[src/rtl/krypton_tile_scheduler.sv]
`default_nettype none
// ============================================================================
// Module   : krypton_tile_scheduler
// Function : walks the frame tile grid and dispatches tiles round-robin to
//            free shader clusters. Build macro: KRYPTON_TILE_SERPENTINE_EN
//            (serpentine traversal instead of plain raster).
// Revision : 1.0
// ============================================================================
module krypton_tile_scheduler #(
  parameter int NUM_CLUSTERS = 4,
  parameter int MAX_TILES_X  = 64,
  parameter int MAX_TILES_Y  = 64
) (
  input  logic                    clk,
  input  logic                    rst_n,
  input  logic                    start_i,
  input  logic [6:0]              tiles_x_i,
  input  logic [6:0]              tiles_y_i,
  input  logic                    abort_i,
  output logic [NUM_CLUSTERS-1:0] disp_valid_o,
  input  logic [NUM_CLUSTERS-1:0] disp_ready_i,
  output logic [15:0]             disp_tile_x_o,
  output logic [15:0]             disp_tile_y_o,
  input  logic [NUM_CLUSTERS-1:0] cl_done_i,
  output logic                    busy_o,
  output logic                    done_o,
  output logic                    aborted_o,
  output logic                    protocol_err_o,
  output logic [12:0]             tiles_dispatched_o
);

  localparam int CW = (NUM_CLUSTERS > 1) ? $clog2(NUM_CLUSTERS) : 1;
  localparam logic [6:0] c_max_x = 7'(MAX_TILES_X);
  localparam logic [6:0] c_max_y = 7'(MAX_TILES_Y);

  typedef enum logic [1:0] {
    S_IDLE     = 2'd0,
    S_DISPATCH = 2'd1,
    S_DRAIN    = 2'd2,
    S_DONE     = 2'd3
  } state_t;

  state_t                  r_state;
  logic [NUM_CLUSTERS-1:0] r_cl_busy;
  logic [CW-1:0]           r_last_grant;
  logic [CW-1:0]           r_offer_idx;
  logic [6:0]              r_tiles_x;
  logic [6:0]              r_cur_x;
  logic [6:0]              r_cur_y;
  logic [12:0]             r_total;

  logic [NUM_CLUSTERS-1:0] w_hs_mask;
  logic [NUM_CLUSTERS-1:0] w_busy_next;
  logic [NUM_CLUSTERS-1:0] w_free;
  logic [NUM_CLUSTERS-1:0] w_pick_oh;
  logic                    w_hs;
  logic                    w_found;
  logic                    w_last_tile;
  logic [CW-1:0]           w_last_ref;
  logic [CW-1:0]           w_pick;
  logic [6:0]              w_start_x;
  logic [6:0]              w_start_y;
  logic [6:0]              w_last_col;
  logic [6:0]              w_next_x;
  logic [6:0]              w_next_y;

  assign w_hs_mask   = disp_valid_o & disp_ready_i;
  assign w_hs        = |w_hs_mask;
  assign w_busy_next = (r_cl_busy & ~cl_done_i) | w_hs_mask;
  assign w_free      = ~w_busy_next;
  // A handshake this cycle moves the round-robin pointer before the next search.
  assign w_last_ref  = w_hs ? r_offer_idx : r_last_grant;
  assign w_pick_oh   = NUM_CLUSTERS'(1) << w_pick;
  assign w_last_tile = (tiles_dispatched_o + 13'd1) == r_total;
  assign w_start_x   = (tiles_x_i > c_max_x) ? c_max_x : tiles_x_i;
  assign w_start_y   = (tiles_y_i > c_max_y) ? c_max_y : tiles_y_i;
  assign w_last_col  = r_tiles_x - 7'd1;

  always_comb begin
    int            v_sum;
    logic [CW-1:0] v_idx;
    v_sum   = 0;
    v_idx   = '0;
    w_found = 1'b0;
    w_pick  = '0;
    for (int i = 1; i <= NUM_CLUSTERS; i++) begin
      v_sum = (int'(w_last_ref) + i) % NUM_CLUSTERS;
      v_idx = CW'(v_sum);
      if (!w_found && w_free[v_idx]) begin
        w_found = 1'b1;
        w_pick  = v_idx;
      end
    end
  end

  always_comb begin
    w_next_x = r_cur_x;
    w_next_y = r_cur_y;
`ifdef KRYPTON_TILE_SERPENTINE_EN
    if (!r_cur_y[0]) begin
      if (r_cur_x == w_last_col) w_next_y = r_cur_y + 7'd1;
      else                       w_next_x = r_cur_x + 7'd1;
    end else begin
      if (r_cur_x == 7'd0) w_next_y = r_cur_y + 7'd1;
      else                 w_next_x = r_cur_x - 7'd1;
    end
`else
    if (r_cur_x == w_last_col) begin
      w_next_x = 7'd0;
      w_next_y = r_cur_y + 7'd1;
    end else begin
      w_next_x = r_cur_x + 7'd1;
    end
`endif
  end

  always_ff @(posedge clk or negedge rst_n) begin
    if (!rst_n) begin
      r_state            <= S_IDLE;
      r_cl_busy          <= '0;
      r_last_grant       <= CW'(NUM_CLUSTERS - 1);
      r_offer_idx        <= '0;
      r_tiles_x          <= '0;
      r_cur_x            <= '0;
      r_cur_y            <= '0;
      r_total            <= '0;
      disp_valid_o       <= '0;
      disp_tile_x_o      <= '0;
      disp_tile_y_o      <= '0;
      busy_o             <= 1'b0;
      done_o             <= 1'b0;
      aborted_o          <= 1'b0;
      protocol_err_o     <= 1'b0;
      tiles_dispatched_o <= '0;
    end else begin
      r_cl_busy <= w_busy_next;
      done_o    <= 1'b0;
      if (|(cl_done_i & ~r_cl_busy)) protocol_err_o <= 1'b1;

      if (w_hs) begin
        r_last_grant <= r_offer_idx;
        r_cur_x      <= w_next_x;
        r_cur_y      <= w_next_y;
        if (tiles_dispatched_o != 13'h1FFF) tiles_dispatched_o <= tiles_dispatched_o + 13'd1;
      end

      case (r_state)
        S_IDLE: begin
          if (start_i) begin
            r_tiles_x          <= w_start_x;
            r_total            <= 13'(w_start_x) * 13'(w_start_y);
            r_cur_x            <= '0;
            r_cur_y            <= '0;
            disp_tile_x_o      <= '0;
            disp_tile_y_o      <= '0;
            tiles_dispatched_o <= '0;
            aborted_o          <= 1'b0;
            busy_o             <= 1'b1;
            if (w_start_x == 7'd0 || w_start_y == 7'd0) begin
              r_state <= S_DONE;
              done_o  <= 1'b1;
            end else begin
              r_state <= S_DISPATCH;
              if (w_found) begin
                disp_valid_o <= w_pick_oh;
                r_offer_idx  <= w_pick;
              end
            end
          end
        end
        S_DISPATCH: begin
          if (abort_i) begin
            disp_valid_o <= '0;
            aborted_o    <= 1'b1;
            r_state      <= S_DRAIN;
          end else if (w_hs && w_last_tile) begin
            disp_valid_o <= '0;
            r_state      <= S_DRAIN;
          end else if (!(|disp_valid_o) || w_hs) begin
            // An open offer is held untouched until it is accepted.
            if (w_found) begin
              disp_valid_o  <= w_pick_oh;
              r_offer_idx   <= w_pick;
              disp_tile_x_o <= {9'd0, (w_hs ? w_next_x : r_cur_x)};
              disp_tile_y_o <= {9'd0, (w_hs ? w_next_y : r_cur_y)};
            end else begin
              disp_valid_o <= '0;
            end
          end
        end
        S_DRAIN: begin
          if (w_busy_next == '0) begin
            r_state <= S_DONE;
            done_o  <= 1'b1;
          end
        end
        S_DONE: begin
          r_state <= S_IDLE;
          busy_o  <= 1'b0;
        end
        default: r_state <= S_IDLE;
      endcase
    end
  end

endmodule
`default_nettype wire

[config.mk]
export PLATFORM = sky130hd
export DESIGN_NAME = krypton_tile_scheduler
export DESIGN_NICKNAME = d
export VERILOG_FILES = /design/src/rtl/krypton_tile_scheduler.sv
export SDC_FILE = /design/constraint.sdc
export NUM_CORES = 1
export LEC_CHECK = 0
export CAP_MARGIN = 15
export CORE_MARGIN = 4
export CORE_UTILIZATION = 40
export CTS_BUF_LIST = sky130_fd_sc_hd__clkbuf_4
export CTS_CLUSTER_SIZE = 28
export DETAILED_ROUTE_END_ITERATION = 7
export GPL_TIMING_DRIVEN = 0
export PLACE_DENSITY_LB_ADDON = 0.1
export SLEW_MARGIN = 20
export SYNTH_ARGS = -nofsm -noshare
export SYNTH_HDL_FRONTEND = slang
export SYNTH_SLANG_ARGS = --single-unit
export TNS_END_PERCENT = 30
[constraint.sdc]
create_clock -name clk -period 3.11 [get_ports clk]
set_clock_uncertainty 0.2 [all_clocks]
set_input_delay 0.311 -clock clk [delete_from_list [all_inputs] [get_ports clk]]
set_output_delay 0.311 -clock clk [all_outputs]
set_load 0.1 [all_outputs]
* Word level (Yosys, flattened, before mapping)
Index checks and enable logic that the tools add are counted.
** Cells by class
- $add $sub $neg :: 8
- Multiply operators :: 1
- $lt $le $gt $ge :: 6
- Equality and inequality tests :: 17
- Shifts and indexed selects :: 1
- Muxes and demuxes :: 72
- Bitwise gates (word level) :: 7
- Reductions and logical operators :: 26
** Operators with widths (count)
- 16-bit 2-to-1 mux :: 9
- 7-bit 2-to-1 mux :: 10
- 16-bit one-hot mux with 2 select lines :: 2
- 13-bit 2-to-1 mux :: 4
- 2-bit 2-to-1 mux :: 16
- 4-bit 2-to-1 mux :: 7
- 2-bit inequality test (second input constant) :: 9
- 7-bit by 1-bit adder with 7-bit output (second input constant) :: 2
- 7-bit > comparator (second input constant) :: 2
- 7-bit logical NOT :: 2
- 1-bit 2-to-1 mux :: 14
- 13-bit by 1-bit adder with 13-bit output (second input constant) :: 1
- 13-bit == test :: 1
- 7-bit by 7-bit multiplier with 13-bit output :: 1
- 13-bit inequality test (second input constant) :: 1
- 4-bit bitwise AND :: 3
- 2-bit by 3-bit less-than comparator with 1-bit output (second input constant) :: 4
- 4-bit inverter :: 3
- 6-bit AND reduction :: 2
- 4-bit OR reduction :: 3
- 1-bit binary-select mux with 2-bit select :: 4
- 2-bit one-hot mux with 4 select lines :: 1
- 4-bit one-hot mux with 2 select lines :: 1
- 7-bit == test :: 1
- 20 further kinds :: 35
** Storage, ports and cells
- Bits in registers :: 97
- Bits of input ports :: 26
- Logic and storage cells :: 154

* Depth between registers and ports, before layout
- Depth after elaboration :: 22
- Mapped depth :: 18
- Depth with buffers taken out :: 18

* Least setup slack after synthesis
No wires, ideal clock.
- Kind :: in2reg
- From :: in tiles_y_i[6]
- To :: reg r_total[12]
- Library setup time :: 0.128 ns
- Arrival time :: 4.360 ns
- Data required time :: 2.782 ns
- Setup slack :: -1.577 ns
- Stages :: 17
- Path buffers :: 1
- Path through :: inv_1 clkbuf_1 nand4_1 fa_1 fa_1 inv_1 fa_1 inv_1 fa_1 inv_1 ha_1 inv_1 o21bai_1 a21o_1 a2111oi_0 or3_1 nand3_1
** Between the ends
- Longest elaborated chain between the ends :: 3
** Ends and longest elaborated chain
- start: declaration :: line 18 : input logic [6:0] tiles_y_i,
- 7-bit > comparator :: line 76 : assign w_start_y = (tiles_y_i > c_max_y) ? c_max_y : tiles_y_i;
- 7-bit 2-to-1 mux (*) :: line 76
- 7-bit by 7-bit multiplier with 13-bit output (*) :: line 151 : r_total <= 13'(w_start_x) * 13'(w_start_y);
- end signal: assignment :: line 151
- end: declaration :: line 50 : logic [12:0] r_total;
Mark *: on every way between the ends. The rest lies on a longest branch, timed or not.
A chain may end at the register's enable or synchronous reset.

* Worst setup path in the final report
Ends and elaborated chain as after synthesis.

==> flow_summary.json <==
{
  "status": "complete, but fails checks",
  "violations": "setup timing",
  "final_common_cell": "dfrtp_1",
  "p_leak_nw": 3.502,
  "via_per_inst": 5.275,
  "die_x_um": 130.5,
  "cts_max_level": 3,
  "wl_per_cell_um": 15.88,
  "max_slew_margin": 0.3321,
  "period_minus_slack_ns": 4.071,
  "setup_violations": 8,
  "multiInputGateArea_um2": 3884,
  "critical_path_required_ns": 3.27,
  "row_count": 44,
  "syn-instance-count": 651,
  "worst-path-max-fanout": 6,
  "p_total_mw": 5.194,
  "slew_violations": 0,
  "worstSkewPairLatency_ns": 0.48,
  "io_pins": 79,
  "ys_ff_latch": 79,
  "overflow": 0,
  "final_cell_mix": "75 x dfrtp_1, 66 x nor2_1, 61 x nand2_1",
  "grt_use_total": 0.1901,
  "dpl.hpwl_mm": 11.44,
  "n_fill_cell": 1381,
  "hold-worst-slack_ns": 0.1358,
  "ctsRootBufferMaster": "clkbuf_4",
  "grt_pass1_vias": 5154,
  "syn_area_um2": 6000,
  "synth_edf_count": 0,
  "path_clk_slew_ns": 0.14,
  "nets": 862,
  "cp-start-kind": "primary input",
  "tns_ns": -5.156,
  "syn2layout_area_growth_pct": 26.03,
  "max_cap_violations": 0,
  "clockBufferDepth": 2,
  "finalHoldViolCount": 0,
  "grt_pass1_wl_mm": 25.50,
  "seqCellArea_um2": 1982,
  "fmax_mhz": 245.6,
  "cts_buffers": 9,
  "fin_util": 0.5183,
  "rsz0062_at_grt": "yes",
  "async_reset_ff_frac": 1.000,
  "vias": 5090,
  "arrival_ns": 4.23,
  "wl_mm": 15.33,
  "start_util": 0.4112,
  "antenna_found_initial": 1,
  "path_class": "in -> reg",
  "synth_top_flop_cell": "dfrtp_1",
  "final_layout_size_suffix_gt1_frac": 0.1859,
  "cts_tree": "built",
  "ir_drop_uv": 482.5,
  "die_h_um": 130.5,
  "drt_first_iter_violations": 269,
  "die-area_um2": 17020,
  "core_um2": 14590,
  "p_per_area_nw_per_um2": 686.9,
  "hold_class": "in -> async",
  "gp_congestion": 0.8925,
  "avgSynthCellArea_um2": 9.216,
  "port_buffers": 60,
  "ys_types": 70,
  "finalCritPeriodShare": 1.309,
  "yosys_warnings": 0,
  "worst_slack_ns": -0.9611,
  "firstDrtPassIters": 5,
  "grt_max_degree": 43,
  "antenna_left": 0,
  "crit_path_end_kind": "register",
  "ys_seq_area_frac": 0.3299,
  "worstMarginPinSlew_ns": 0.9988,
  "cts_sinks": 79,
  "drc": 0
}
[cells in the mapped netlist, types with 4 or more instances]
cell,number,share of area
a211oi_1,7,0.0088
a21o_1,6,0.0075
a21oi_1,20,0.017
a32o_1,5,0.0083
and2_1,5,0.0052
and3_1,6,0.0063
and4_1,4,0.0058
buf_2,6,0.0050
buf_4,19,0.024
clkbuf_1,17,0.011
dfrtp_1,77,0.32
fa_1,23,0.077
ha_1,38,0.079
inv_1,43,0.027
mux2i_1,9,0.015
nand2_1,71,0.044
nand3_1,22,0.018
nand4_1,13,0.014
nor2_1,69,0.043
nor2b_1,4,0.0042
nor3_1,16,0.013
nor3b_1,4,0.0050
nor4b_1,6,0.0088
o21ai_0,28,0.023
o2bb2ai_1,10,0.015
or3_1,6,0.0063
or4_1,4,0.0050
xnor2_1,27,0.039
xor2_1,24,0.035
[registers in the layout, indices dropped and copies added, names as in the netlist]
signal	count
busy_o	1
r_cur_x	7
protocol_err_o	1
r_cur_y	7
r_last_grant	2
tiles_dispatched_o	13
disp_tile_y_o	7
done_o	1
aborted_o	1
r_tiles_x	7
disp_valid_o	4
disp_tile_x_o	7
r_cl_busy	4
r_total	13
r_offer_idx	2
r_state	2
[final timing paths]
kind,from,end,slack (ns),cells past startpoint
min in group clk,tiles_x_i[6],r_tiles_x[6],0.14,4
worst min-delay path,rst_n,disp_tile_y_o[5],0.14,2
worst min register to register,protocol_err_o,protocol_err_o,0.29,2
max in group asynchronous,rst_n,r_last_grant[1],1.90,3
worst max register to register,r_tiles_x[0],disp_tile_x_o[2],0.19,12
worst max-delay path,tiles_y_i[6],r_total[12],-0.96,20
[per-stage QoR]
stage | setup WS, ns | cell area (µm²) | cells
floorplan | -1.108 | 6170 | 668
CTS | -0.8935 | 7381 | 952
global placement | -2.051 | 7000 | 912
global route | -1.083 | 7561 | 965
detailed placement | -2.071 | 7018 | 913
finish | -0.9611 | 7561 | 965
[kinds of logic after synthesis]
kind of cell	Yosys count	share of synthesized area
adders and majority gates	61	0.1560
other	1	0.0006251
xor gates and xnor gates	54	0.08613
AOI/OAI and AO/OA	110	0.1358
and+or+nand+nor	246	0.2015
buffers and inverters	88	0.06945
muxes	12	0.02065
DFF	79	0.3299
[layer usage]
| metal | up-vias | routed length, µm | track usage |
|---|---|---|---|
| li1 | 2485 | - | - |
| met4 | 0 | 402 | 0.06655 |
| met3 | 32 | 762 | 0.04309 |
| met1 | 2448 | 6904 | 0.2503 |
| met2 | 125 | 7260 | 0.3099 |
| met5 | - | 0 | 0 |
[critical path: stages]
cell and delay [ns]:
buf_12 0.08, clkinvlp_4 0.19, nand2_4 0.16, nor2_4 0.04, fa_1 0.54, inv_1 0.06
fa_1 0.51, inv_2 0.04, fa_1 0.48, inv_2 0.04, fa_1 0.51, inv_2 0.04
ha_4 0.21, inv_2 0.06, o21bai_1 0.07, a21o_1 0.20, buf_4 0.15, a2111oi_4 0.33
or3_1 0.17, nand3_1 0.06
[report_power, final]
part | internal [mW] | switching, mW | total, mW | leakage (nW)
sequential | 1.31 | 0.272 | 1.58 | 1.04
clock | 0.169 | 0.393 | 0.561 | 0.0579
combinational | 1.09 | 1.96 | 3.05 | 2.41
[cell type report]
cell class                 count  share of cell area
clock inverter                 6            0.004799
tap                          184             0.03045
clock buffer                  10            0.009929
multi-input combinational    501              0.5137
sequential                    79              0.2621
buffer                        44             0.03657
inverter                      44             0.02300
timing repair buffer          96              0.1191
antenna                        1           0.0003310
[timing repair]
item	CTS	global route
hold buffers	1	0
setup endpoints to repair	18	31
endpoints found under the hold margin	41	0
setup buffers	22	12
resized for setup	47	32
pin swaps	9	19
Note: power is estimated with default switching activity, not from simulation.
